<file path="config.mk">
export PLATFORM = sky130hd
export DESIGN_NAME = adder_subtractor
export DESIGN_NICKNAME = d
export VERILOG_FILES = /design/src/rtl/adder_subtractor.sv
export SDC_FILE = /design/constraint.sdc
export NUM_CORES = 1
export LEC_CHECK = 0
export CELL_PAD_IN_SITES_DETAIL_PLACEMENT = 0
export CELL_PAD_IN_SITES_GLOBAL_PLACEMENT = 1
export CORE_AREA = 2 2 39 41
export DETAILED_ROUTE_END_ITERATION = 8
export DIE_AREA = 0 0 41 43
export PLACE_DENSITY = 0.56
export SETUP_SLACK_MARGIN = 0.02
export SYNTH_ARGS = -nofsm -noshare
export SYNTH_HDL_FRONTEND = slang
export SYNTH_SLANG_ARGS = --single-unit
</file>
<file path="constraint.sdc">
create_clock -name clk -period 0.9 [get_ports clk]
set_clock_uncertainty 0.1 [all_clocks]
set_input_delay 0.18 -clock clk [delete_from_list [all_inputs] [get_ports clk]]
set_output_delay 0.18 -clock clk [all_outputs]
set_load 0.01 [all_outputs]
</file>
<file path="src/rtl/adder_subtractor.sv">
// ---------------------------------------------------------------------------
// adder_subtractor
//
// Registered two's-complement adder/subtractor. One shared ripple-carry chain
// computes a+b (add_sub=0) or a-b (add_sub=1) by inverting b and injecting a
// carry-in of 1. Results are captured one clock after a valid input.
//
// Ports:
//   clk        rising-edge system clock
//   rst        asynchronous, active-high reset (clears all outputs at once)
//   a          first operand / minuend
//   b          second operand / subtrahend
//   add_sub    0: a+b, 1: a-b
//   valid_in   qualifies a, b, add_sub on this clock edge
//   o          registered result, low WIDTH bits (wraps, never saturates)
//   c          registered carry-out of the MSB stage (subtract: 1 = no borrow)
//   v          registered signed-overflow flag
//   valid_out  one-cycle pulse when o/c/v hold a new result
//
// Handshake: valid_in is sampled on each rising edge; there is no ready, the
// block accepts one operation per clock. valid_out is high for exactly the
// cycle after each accepted operation. With valid_in low, o/c/v hold.
// ---------------------------------------------------------------------------
module adder_subtractor #(
  parameter int WIDTH = 2
) (
  input  logic             clk,
  input  logic             rst,
  input  logic [WIDTH-1:0] a,
  input  logic [WIDTH-1:0] b,
  input  logic             add_sub,
  input  logic             valid_in,
  output logic [WIDTH-1:0] o,
  output logic             c,
  output logic             v,
  output logic             valid_out
);

  logic [WIDTH-1:0] bx;
  logic [WIDTH-1:0] s;
  logic [WIDTH:0]   k;

  // Ripple chain. Subtraction reuses the adder as a + ~b + 1.
  always_comb begin
    bx   = b ^ {WIDTH{add_sub}};
    s    = '0;
    k    = '0;
    k[0] = add_sub;
    for (int i = 0; i < WIDTH; i++) begin
      s[i]   = a[i] ^ bx[i] ^ k[i];
      k[i+1] = (a[i] & bx[i]) | (k[i] & (a[i] ^ bx[i]));
    end
  end

  always_ff @(posedge clk or posedge rst) begin
    if (rst) begin
      o         <= '0;
      c         <= 1'b0;
      v         <= 1'b0;
      valid_out <= 1'b0;
    end else begin
      valid_out <= valid_in;
      if (valid_in) begin
        o <= s;
        c <= k[WIDTH];
        // Carry into and out of the sign bit disagree exactly on overflow.
        v <= k[WIDTH] ^ k[WIDTH-1];
      end
    end
  end

endmodule

</file>
* Word-level counts from Yosys, hierarchy flattened
Cells that the tools add are included.
** Cells by class
- Bitwise logic cells :: 12
** Operator list (count)
- bitwise XOR 1 bit :: 5
- AND 1 bit :: 4
- OR 1 bit :: 2
- bitwise XOR 2 bit :: 1
** Word-level totals
- Bits in registers :: 5
- Bits of input ports :: 8
- Output and inout bits :: 5
- Logic and storage cells :: 16

* Depth between registers and ports, before layout
Gate-level depths: netlist of run 1.
- Word-level depth :: 7
- Gate-level depth with buffers :: 4

* Least setup slack after synthesis of run 1
OpenSTA, ideal clock, no wires.
- Path type :: input-to-reg
- From :: in b[0]
- To :: reg o[1]
- Library setup time :: 0.125 ns
- Data arrival time :: 1.157 ns
- Required time :: 0.675 ns
- Path slack :: -0.482 ns
- Stages on the path :: 3
- Path through :: mux2_4 > fa_1 > mux2_2
** On the way
- Longest elaborated chain between the ends :: 5
- Elaborated cells on any way between the ends :: 6
** RTL lines
- start: declaration :: line 30 : input logic [WIDTH-1:0] b,
- bitwise XOR 2 bit * :: line 45 : bx = b ^ {WIDTH{add_sub}};
- bitwise XOR 1 bit :: line 51 : k[i+1] = (a[i] & bx[i]) | (k[i] & (a[i] ^ bx[i]));
- AND 1 bit :: line 51
- OR 1 bit * :: line 51
- bitwise XOR 1 bit * :: line 50 : s[i] = a[i] ^ bx[i] ^ k[i];
- via s[1] :: line 40 : logic [WIDTH-1:0] s;
- end signal: assignment :: line 64 : o <= s;
- end: declaration :: line 33 : output logic [WIDTH-1:0] o,
The timed path passes the listed nets; every way through them passes the cells marked *.
A chain may end at the register's enable or synchronous reset.

* Worst setup path after layout of run 1
Same ends and word-level chain as after synthesis.

==> results by group, run 1 <==
Run status
  • Status: finished with violations
  • Failing checks: negative setup slack

Global routing
  • Antenna violations before repair: 0
  • Via count of the first global-routing pass: 225
  • Maximum number of pins on one net before global-route repair: 8
  • Tot GR Track Use: 7.67%
  • Final global-route overflow total: 0
  • Fraction of met2 tracks used by global routing: approximately a tenth
  • Routing usage on met1: 7.19%
  • Met3 track utilization from global routing: around 3.1%
  • Routing layer with the top usage in global route: met2
  • First-pass GRT wire length: 821 microns

STA
  • Tightest slew margin relative to the limit: 87.5%
  • Setup repair after global routing missed its margin: yes
  • Part of the cycle the worst path needs: 134%
  • Min cycle time layout: roughly 1.2 ns
  • Worst-margin pin slew: 0.187 ns
  • Final worst setup slack: -0.304 ns
  • Max-slew violations: 0
  • Number of failing hold endpoints at the final stage: 0
  • FMAX: 831 MHz
  • Final setup violation count: 9
  • Min Hold Slack: 0.0365 ns

Synthesis
  • Simple-gate portion of the synthesized area: between 7 and 8%
  • Gate count after technology mapping: 19
  • Largest family of logic cells by synthesized area: multiplexers
  • Synthesized-area fraction occupied by ao, oa, aoi and oai cells: 10.3%
  • Avg Inst Size Synth: 12.8 sq um
  • Post-synthesis instance area: roughly 240 sq um
  • Share of the synthesized netlist area taken by xor and xnor gates: about 7.2%
  • Number of nets produced by synthesis: 28
  • YS warnings: 0
  • Synth Register Bits: 5
  • Adder and majority cell fraction of the synthesized area: 8.21%
  • Number of unique standard cell types used by synthesis: 13
  • Post-synthesis mux area share: between 10% and 20%
  • Sequential-to-total area share from yosys stat: 51.3%

Clock network
  • CTS max path bufs: 2
  • Number of levels the H-tree was split into: 1
  • Insertion delay to the later sink of the worst-skew pair: 0.24 ns
  • Clock tree from TritonCTS: yes
  • CTS Buf Count: 3
  • Sinks on Clock Net: 5
  • Clock-pin slew on the worst setup and hold paths: ~0.040 ns
  • Clock root buffer master: clkbuf_4
  • # hold bufs at CTS: 0

Worst setup path
  • Worst Setup Path Type: primary input to flip-flop
  • Kind of end point of the critical path: flip-flop
  • Largest fanout on the critical path: 2
  • Critical path arrival: 1.23 ns
  • Required arrival time at the worst endpoint: roughly 0.92 ns
  • Type of element launching the critical path: primary input

Route
  • Antenna Violating Nets Remaining: 0
  • Total wirelength of the detailed-routed design: approximately 510 microns
  • Initial detailed-routing violation count: 0
  • Avg Vias per Cell: about 3.8
  • Detailed-routing iteration count for the pre-antenna-repair pass: 1
  • Total number of vias: 222
  • Routed wire length per instance: 8.59 microns
  • Remaining design rule violation count: 0

Placement
  • Global placer's final weighted congestion: 0.597
  • Port Buffers: 12
  • Instance area at placement: between 400 and 500 sq um
  • Count of placed standard cells including taps: 53

Pwr
  • Power density normalized to cell area: ~1700 nW/um^2
  • Maximum resistive drop on vdd: just over 0.4 mV
  • Power consumption: 771 uW
  • Leakage Power: 0.000237 uW

Die
  • Starting density of the core: between 10% and 20%
  • Die W: 41 microns
  • Number of placement rows: 14
  • Floorplan die area: 1760 sq um
  • Ports: 13
  • Placeable core area: 1380 sq um
  • Die Height: roughly 43 microns

Finish
  • Utilization after layout: approximately 34%
  • Count of placed standard cells in the final layout, fillers left out: just under 60
  • Layout Cell Area excl Fill: 465 sq um
  • Leading cell type in the layout, fill and taps excluded: buf_4
  • Nets@finish: 53
  • Area growth from synthesis to layout: 90.8%
  • Antenna diode instance count: 0
  • FILL cells: 148
  • Fraction of layout instances using a drive strength above 1: between 60 and 70%
  • Commonest non-fill, non-tap cells in the layout: buf_4 (7), buf_2 (6), dfrtp_1 (5)

Hold path
  • Worst hold-check path type: primary input to asynchronous set/reset pin

Job
  • Max cap viols: 0
[flip-flops by register name, summed over array words and instances, names as in the netlist]
| signal | cells |
|---|---|
| o | 2 |
| c | 1 |
| valid_out | 1 |
| v | 1 |
[repair_timing]
action / in CTS / in global routing
setup endpoints to repair: 9 / 9
setup buffers: 2 / 1
resized for setup: 39 / 4
pin swaps: 3 / 2
[layout make-up]
| type | instances | area (sq um) | area share, % |
|---|---|---|---|
| sequential | 5 | 125 | 26.9 |
| tap | 16 | 20.0 | 4.30 |
| multi-input combinational | 11 | 133 | 28.5 |
| clock buffer | 4 | 26.3 | 5.65 |
| timing repair buffer | 20 | 150 | 32.3 |
| inverter | 3 | 11.3 | 2.42 |
[power breakdown]
group / leakage (uW) / switching, uW / internal, uW
registers: 0.0000589 / 13.9 / 259
clock network: 0.0000150 / 88.2 / 167
logic: 0.000163 / 92.7 / 149
[path summary, 6_finish.rpt]
kind	depth (start not counted)	slack, ns	end	from
worst max-delay path	4	-0.30	o[1]	b[0]
worst min-delay path	2	0.04	o[1]	rst
worst max register to register	2	-0.06	o[1]	o[1]
worst min register to register	2	0.49	o[1]	o[1]
max in group asynchronous	2	0.50	o[0]	rst
min in group clk	4	0.21	o[0]	b[0]
[Yosys cell counts]
cell type	instances	share of area, %
a21oi_1	1	2.0
dfrtp_1	5	51
fa_1	1	8.2
inv_1	3	4.6
mux2_2	1	4.6
mux2_4	1	6.2
nand2_1	1	1.5
nand3b_2	1	4.6
nor2_1	1	1.5
o21ai_0	1	2.0
o221ai_2	1	6.2
xnor2_1	1	3.6
xor2_1	1	3.6
[worst max-delay path, cell delays in order]
cell and delay [ns]:
buf_6 0.09, mux2_4 0.30, fa_2 0.40, mux2_4 0.26
[logic make-up (layout without fill, tap and decap cells)]
logic type	after synthesis	count (layout)
DFF	5	5
AOI/OAI and AO/OA	3	3
xor gates and xnor gates	2	2
adders and majority gates	1	1
and+or+nand+nor	3	3
buffers and inverters	3	27
muxes	2	2
[per-layer routing]
layer  vias to the layer above  part of all wire [%]
li1                        109                     -
met1                        94                    32
met2                        15                    46
met3                         4                    18
met4                         0                   4.5
met5                         -                     0
[metrics by stage]
stage / setup slack, ns / TNS (ns)
after CTS: -0.335 / -1.41
final: -0.304 / -1.27
after global routing: -0.314 / -1.52
after detailed placement: -0.989 / -4.33
after global placement: -0.989 / -4.28
after floorplan: -0.462 / -1.11
Power figures use the tool's default switching activity.
==> run 2, diff against run 1 <==
CAP_MARGIN = 20   (was unset)
==> results of run 2 <==
Same layout as run 1: the final DEF is identical, and so are final timing and power.
